`config.mk`:
```
export PLATFORM = sky130hd
export DESIGN_NAME = arm_mem_arbiter
export DESIGN_NICKNAME = d
export VERILOG_FILES = /design/src/rtl/arm_mem_arbiter.sv
export SDC_FILE = /design/constraint.sdc
export NUM_CORES = 1
export LEC_CHECK = 0
export CORE_MARGIN = 2
export CORE_UTILIZATION = 50
export CTS_BUF_LIST = sky130_fd_sc_hd__clkbuf_4
export DETAILED_ROUTE_END_ITERATION = 8
export DONT_BUFFER_PORTS = 1
export PLACE_DENSITY = 0.64
export SLEW_MARGIN = 10
export SYNTH_ARGS = -nofsm -noshare
export SYNTH_HDL_FRONTEND = slang
export SYNTH_SLANG_ARGS = --single-unit
```
`constraint.sdc`:
```
create_clock -name clk -period 1.9 [get_ports clk]
set_input_delay 0.19 -clock clk [delete_from_list [all_inputs] [get_ports clk]]
set_output_delay 0.19 -clock clk [all_outputs]
set_load 0.005 [all_outputs]
```
`src/rtl/arm_mem_arbiter.sv`:
```
// Arbiter sharing one single-ported backing memory between instruction fetch and data access.
// Data accesses take priority; a starvation counter bounds how long a waiting fetch can be passed over.
module arm_mem_arbiter #(
    parameter int ADDR_W       = 30,
    parameter int DATA_W       = 32,
    parameter int STARVE_LIMIT = 4
) (
    input  logic              clk,
    input  logic              rst_b,
    input  logic              if_req,
    input  logic [ADDR_W-1:0] if_addr,
    output logic              if_done,
    output logic [DATA_W-1:0] if_rdata,
    output logic              if_stall,
    input  logic              mem_req,
    input  logic [ADDR_W-1:0] mem_addr,
    input  logic [DATA_W-1:0] mem_wdata,
    input  logic [3:0]        mem_we,
    output logic              mem_done,
    output logic [DATA_W-1:0] mem_rdata,
    output logic              mem_stall,
    input  logic              halt_req,
    output logic              quiesced,
    output logic              bus_req,
    output logic [ADDR_W-1:0] bus_addr,
    output logic [DATA_W-1:0] bus_wdata,
    output logic [3:0]        bus_we,
    input  logic              bus_ack,
    input  logic [DATA_W-1:0] bus_rdata
);
    localparam int CNT_W = $clog2(STARVE_LIMIT + 1);
    localparam logic [CNT_W-1:0] LIMIT = CNT_W'(STARVE_LIMIT);

    typedef enum logic [2:0] {IDLE, BUS_I, BUS_D, RESP_I, RESP_D} state_t;

    state_t           state;
    state_t           state_nxt;
    logic [CNT_W-1:0] starve_cnt;
    logic             grant_d;
    logic             grant_i;
    logic             bus_done;

    assign bus_done  = ((state == BUS_I) || (state == BUS_D)) && bus_ack;
    assign if_stall  = if_req & ~if_done;
    assign mem_stall = mem_req & ~mem_done;
    assign quiesced  = halt_req & (state == IDLE) & ~mem_req;

    // Data wins unless a fetch has already been passed over STARVE_LIMIT times in a row.
    always_comb begin
        grant_d   = 1'b0;
        grant_i   = 1'b0;
        state_nxt = state;
        case (state)
            IDLE: begin
                if (mem_req && (!if_req || halt_req || (starve_cnt < LIMIT))) begin
                    grant_d   = 1'b1;
                    state_nxt = BUS_D;
                end else if (if_req && !halt_req) begin
                    grant_i   = 1'b1;
                    state_nxt = BUS_I;
                end
            end
            BUS_I:   if (bus_ack) state_nxt = RESP_I;
            BUS_D:   if (bus_ack) state_nxt = RESP_D;
            RESP_I:  state_nxt = IDLE;
            RESP_D:  state_nxt = IDLE;
            default: state_nxt = IDLE;
        endcase
    end

    always_ff @(posedge clk or negedge rst_b) begin
        if (!rst_b) begin
            state      <= IDLE;
            starve_cnt <= '0;
            bus_req    <= 1'b0;
            bus_addr   <= '0;
            bus_wdata  <= '0;
            bus_we     <= '0;
        end else begin
            state <= state_nxt;
            if (grant_d) begin
                bus_req   <= 1'b1;
                bus_addr  <= mem_addr;
                bus_wdata <= mem_wdata;
                bus_we    <= mem_we;
                if (!if_req)
                    starve_cnt <= '0;
                else if (starve_cnt != LIMIT)
                    starve_cnt <= starve_cnt + CNT_W'(1);
            end else if (grant_i) begin
                bus_req    <= 1'b1;
                bus_addr   <= if_addr;
                bus_we     <= '0;
                starve_cnt <= '0;
            end else if (bus_done) begin
                bus_req <= 1'b0;
            end
        end
    end

    // Read data is captured on the ack edge so it is valid alongside the done pulse.
    always_ff @(posedge clk or negedge rst_b) begin
        if (!rst_b) begin
            if_done   <= 1'b0;
            mem_done  <= 1'b0;
            if_rdata  <= '0;
            mem_rdata <= '0;
        end else begin
            if_done  <= (state == BUS_I) && bus_ack;
            mem_done <= (state == BUS_D) && bus_ack;
            if ((state == BUS_I) && bus_ack)
                if_rdata <= bus_rdata;
            if ((state == BUS_D) && bus_ack && (bus_we == 4'b0000))
                mem_rdata <= bus_rdata;
        end
    end
endmodule

```
==> results.sh, run 1 <==
export IMPL_cts_setup_buffers=0
export IMPL_cts_resized=0
export IMPL_synth_warnings=0
export IMPL_synth_area_leaders="dfrtp_1, nand2_1, mux2_1"
export IMPL_place_gp_congestion=0.738
export IMPL_syn_area_sq_um=5490
export IMPL_row_count=38
export IMPL_syn_area_per_cell_sq_um=11.9
export IMPL_synth_top_cell_by_area="dfrtp_1"
export IMPL_io_pins=270
export IMPL_synth_distinct_cells=33
export IMPL_ctsHoldBuffers=124
export IMPL_synth_seq_cells=139
export IMPL_io_buffers=0
export IMPL_synthArstFlopShare_pct=100
export IMPL_yosys_most_used_dff="dfrtp_1"
export IMPL_cts_sinks=139
export IMPL_cts_root_buf="clkbuf_4"
export IMPL_cts_htree_levels=4
export IMPL_clock_path_buffers=2
export IMPL_synth_edf_count=0
export IMPL_synth_top_area_share_pct=63.3
export IMPL_place_area_sq_um=5670
export IMPL_start_util_pct=50.9
export IMPL_numCtsBuffers=17
export IMPL_syn_inst=461
export IMPL_die_x_microns=109
export IMPL_synth_nets=597
export IMPL_dp_hpwl_microns=8670
export IMPL_ys_seq_area_share_pct=63.3
export IMPL_die_h_microns=109
export IMPL_status="did not finish"
export IMPL_tool_error="[ERROR RSZ-0060] Max buffer count reached."
export IMPL_haltStage="clock tree synthesis (4_1_cts)"
## cell usage after synthesis (all sizes together), types with 3 or more instances
library cell and number:
nor3 3, a22o 4, nand2 99, nor2b 3, buf 11, a221oi 30, clkbuf 17, inv 4
nor2 60, a21oi 6, dfrtp 139, mux2 64
## logic make-up after synthesis
family / synth area share [%]
mux: 13.1
compound gates: 6.97
fa+ha+maj: 0.456
buf+inv: 2.57
flops: 63.3
simple gates: 13.5
## metrics by stage
stage                     worst slack (ps)  hold WS, ps  cells
after floorplan                        352         -106    461
after global placement                 100         -103    584
after detailed placement              9.97         -103    584
==> inputs of run 2 (changes only) <==
Settings changed: CORE_UTILIZATION 50 to 35, CTS_BUF_LIST sky130_fd_sc_hd__clkbuf_4 to unset, PLACE_DENSITY 0.64 to unset, PLACE_DENSITY_LB_ADDON set to 0.15.
==> results.sh, run 2 <==
export IMPL_start_util_pct=36.0
export IMPL_drt_wl_total_microns=15100
export IMPL_violations="negative hold slack"
export IMPL_min_period_over_period_pct=89.7
export IMPL_gr_total_overflow=0
export IMPL_critPathKind="reg2reg"
export IMPL_fillers=1266
export IMPL_post_place_cells=657
export IMPL_fin_tns_setup_ps=0
export IMPL_cap_violations=0
export IMPL_pwr_share_seq_pct=47.3
export IMPL_avgRoutedWirePerCell_microns=18.5
export IMPL_cts_resized=0
export IMPL_grt_pass1_vias=4308
export IMPL_cts_root_buf="clkbuf_16"
export IMPL_layout_cells_non_filler=819
export IMPL_syn_area_per_cell_sq_um=11.9
export IMPL_synthArstFlopShare_pct=100
export IMPL_finalMaxSlewViolations=0
export IMPL_clk_pin_slew_ps=60
export IMPL_antenna_left=0
export IMPL_most_common_layout_cells="dfrtp_1, dlygate4sd3_1, nand2_1, nor2_1"
export IMPL_die_x_microns=129
export IMPL_dr_pass1_iters=4
export IMPL_dieArea_sq_um=16700
export IMPL_synth_area_leaders="dfrtp_1, nand2_1, mux2_1"
export IMPL_finalHoldViolCount=139
export IMPL_clock_path_buffers=2
export IMPL_cts_htree_levels=4
export IMPL_dp_slack_ps=187
export IMPL_synth_warnings=0
export IMPL_syn_inst=461
export IMPL_rsz0062_at_grt="false"
export IMPL_dp_hpwl_microns=9440
export IMPL_cts_tree="done"
export IMPL_row_count=45
export IMPL_cts_sinks=139
export IMPL_io_pins=270
export IMPL_synth_distinct_cells=33
export IMPL_path_max_fanout=27
export IMPL_skew_ps=7.19
export IMPL_p_per_area_nw_per_um2=1550
export IMPL_core_sq_um=15300
export IMPL_final_common_cell="dfrtp_1"
export IMPL_drc=0
export IMPL_cp_start_kind="flip-flop"
export IMPL_hold_slack_ps=-534
export IMPL_swShare_pct=33.0
export IMPL_antennaDiodeCount=0
export IMPL_worst_pin_slew_ps=354
export IMPL_yosys_most_used_dff="dfrtp_1"
export IMPL_relSlewSlack_pct=76.4
export IMPL_cp_end_kind="flip-flop"
export IMPL_num_vias=4121
export IMPL_min_path_type="in2async"
export IMPL_fin_ws_ps=196
export IMPL_synth_nets=597
export IMPL_post_route_min_period_ps=1700
export IMPL_synth_seq_cells=139
export IMPL_die_h_microns=129
export IMPL_antenna_found_initial=0
export IMPL_ctsHoldBuffers=130
export IMPL_leakagePower_uw=0.00344
export IMPL_grt_first_pass_wirelength_microns=22600
export IMPL_synth_top_area_share_pct=63.3
export IMPL_biggestRegsByFlops="bus_wdata: 32 flops, if_rdata: 32 flops, mem_rdata: 32 flops"
export IMPL_p_int_uw=8050
export IMPL_p_switching_uw=3960
export IMPL_setup_viol=0
export IMPL_clkLatencyLatePin_ps=420
export IMPL_post_drt_via_cell_ratio=5.03
export IMPL_synthTopCellsByCount="dfrtp_1, nand2_1, nor2_1"
export IMPL_syn_area_sq_um=5490
export IMPL_status="finished with violations"
export IMPL_synth_most_common_cell="dfrtp_1"
export IMPL_worstPathArrival_ps=1980
export IMPL_synth_edf_count=0
export IMPL_ir_drop_mv=0.737
export IMPL_area_delta_synth_final_pct=40.6
export IMPL_cp_required_ps=2180
export IMPL_numCtsBuffers=17
export IMPL_drive_gt1_share_pct=13.5
export IMPL_grt_max_degree=140
export IMPL_fmax_mhz=587
export IMPL_ys_seq_area_share_pct=63.3
export IMPL_fin_area_sq_um=7720
export IMPL_drt_initial_drc_count=184
export IMPL_pwr_share_comb_pct=23.3
export IMPL_worstRegToRegCells=6
export IMPL_nNetsFinal=731
export IMPL_place_area_sq_um=5790
export IMPL_pwr_share_clk_pct=29.5
export IMPL_io_buffers=0
export IMPL_grt_usage_pct=17.9
export IMPL_place_gp_congestion=0.734
export IMPL_synth_top_cell_by_area="dfrtp_1"
## run 2: cells by family (layout without fill, tap and decap cells)
logic type                 count (synthesis)  count (layout)  synth area share, %
buffers and inverters                     32             179                 2.57
and+or+nand+nor                          177             177                 13.5
muxes                                     64              64                 13.1
AOI/OAI and AO/OA                         47              47                 6.97
adders and majority gates                  2               2                0.456
DFF                                      139             139                 63.3
## run 2: worst paths after layout
kind,start,end,slack [ps]
setup / recovery,state[0],bus_addr[9],200
hold / removal,rst_b,bus_addr[0],-530
setup reg to reg,state[0],bus_addr[9],200
hold reg to reg,bus_wdata[20],bus_wdata[20],510
max in group asynchronous,rst_b,if_rdata[16],2250
min in group clk,mem_req,state[1],90
## run 2: area by class of cell
cell class | count | area, sq um | share of cell area [%]
inverter | 4 | 15.0 | 0.194
tap | 211 | 264 | 3.42
timing repair buffer | 143 | 1450 | 18.8
clock buffer | 20 | 447 | 5.79
multi-input combinational | 290 | 1880 | 24.4
sequential | 139 | 3480 | 45.0
clock inverter | 12 | 186 | 2.41
## run 2: worst max-delay path, cell delays in order (launching register included)
cell	delay, ps
dfrtp_1	470
nor3_2	240
buf_4	160
o21ai_2	60
buf_4	230
a221oi_1	280
nor2_1	120
## run 2: power groups by stage
stage	registers [uW]	clock network [uW]	logic [uW]
3_5_place_dp	5700	0	2560
4_1_cts	5680	3630	2780
2_1_floorplan	5260	0	1970
6_report	5670	3540	2800
3_3_place_gp	5730	0	2430
5_1_grt	5830	3740	3150
## run 2: repair_timing
item | in CTS | in global routing
setup buffers | 0 | 0
endpoints found under the hold margin | 274 | 139
endpoints found under the setup margin | 0 | 0
## run 2: metal layers
metal	part of all wire, %	wire length, microns	vias up	global-route usage [%]
met5	0	0	-	0
met4	2.1	317	0	7.99
met3	11	1620	30	8.13
met2	50	7520	219	30.6
met1	37	5670	2014	19.0
li1	-	-	1858	-
## run 2: stage by stage
step	utilization, %	total power [uW]	hold WS [ps]
final	50.6	12000	-534
after global routing	50.6	12700	-566
after CTS	50.6	12100	-560
after detailed placement	37.9	8260	-102
after global placement	37.9	8160	-102
after floorplan	-	7240	-106
(Power assumes the default switching activity.)
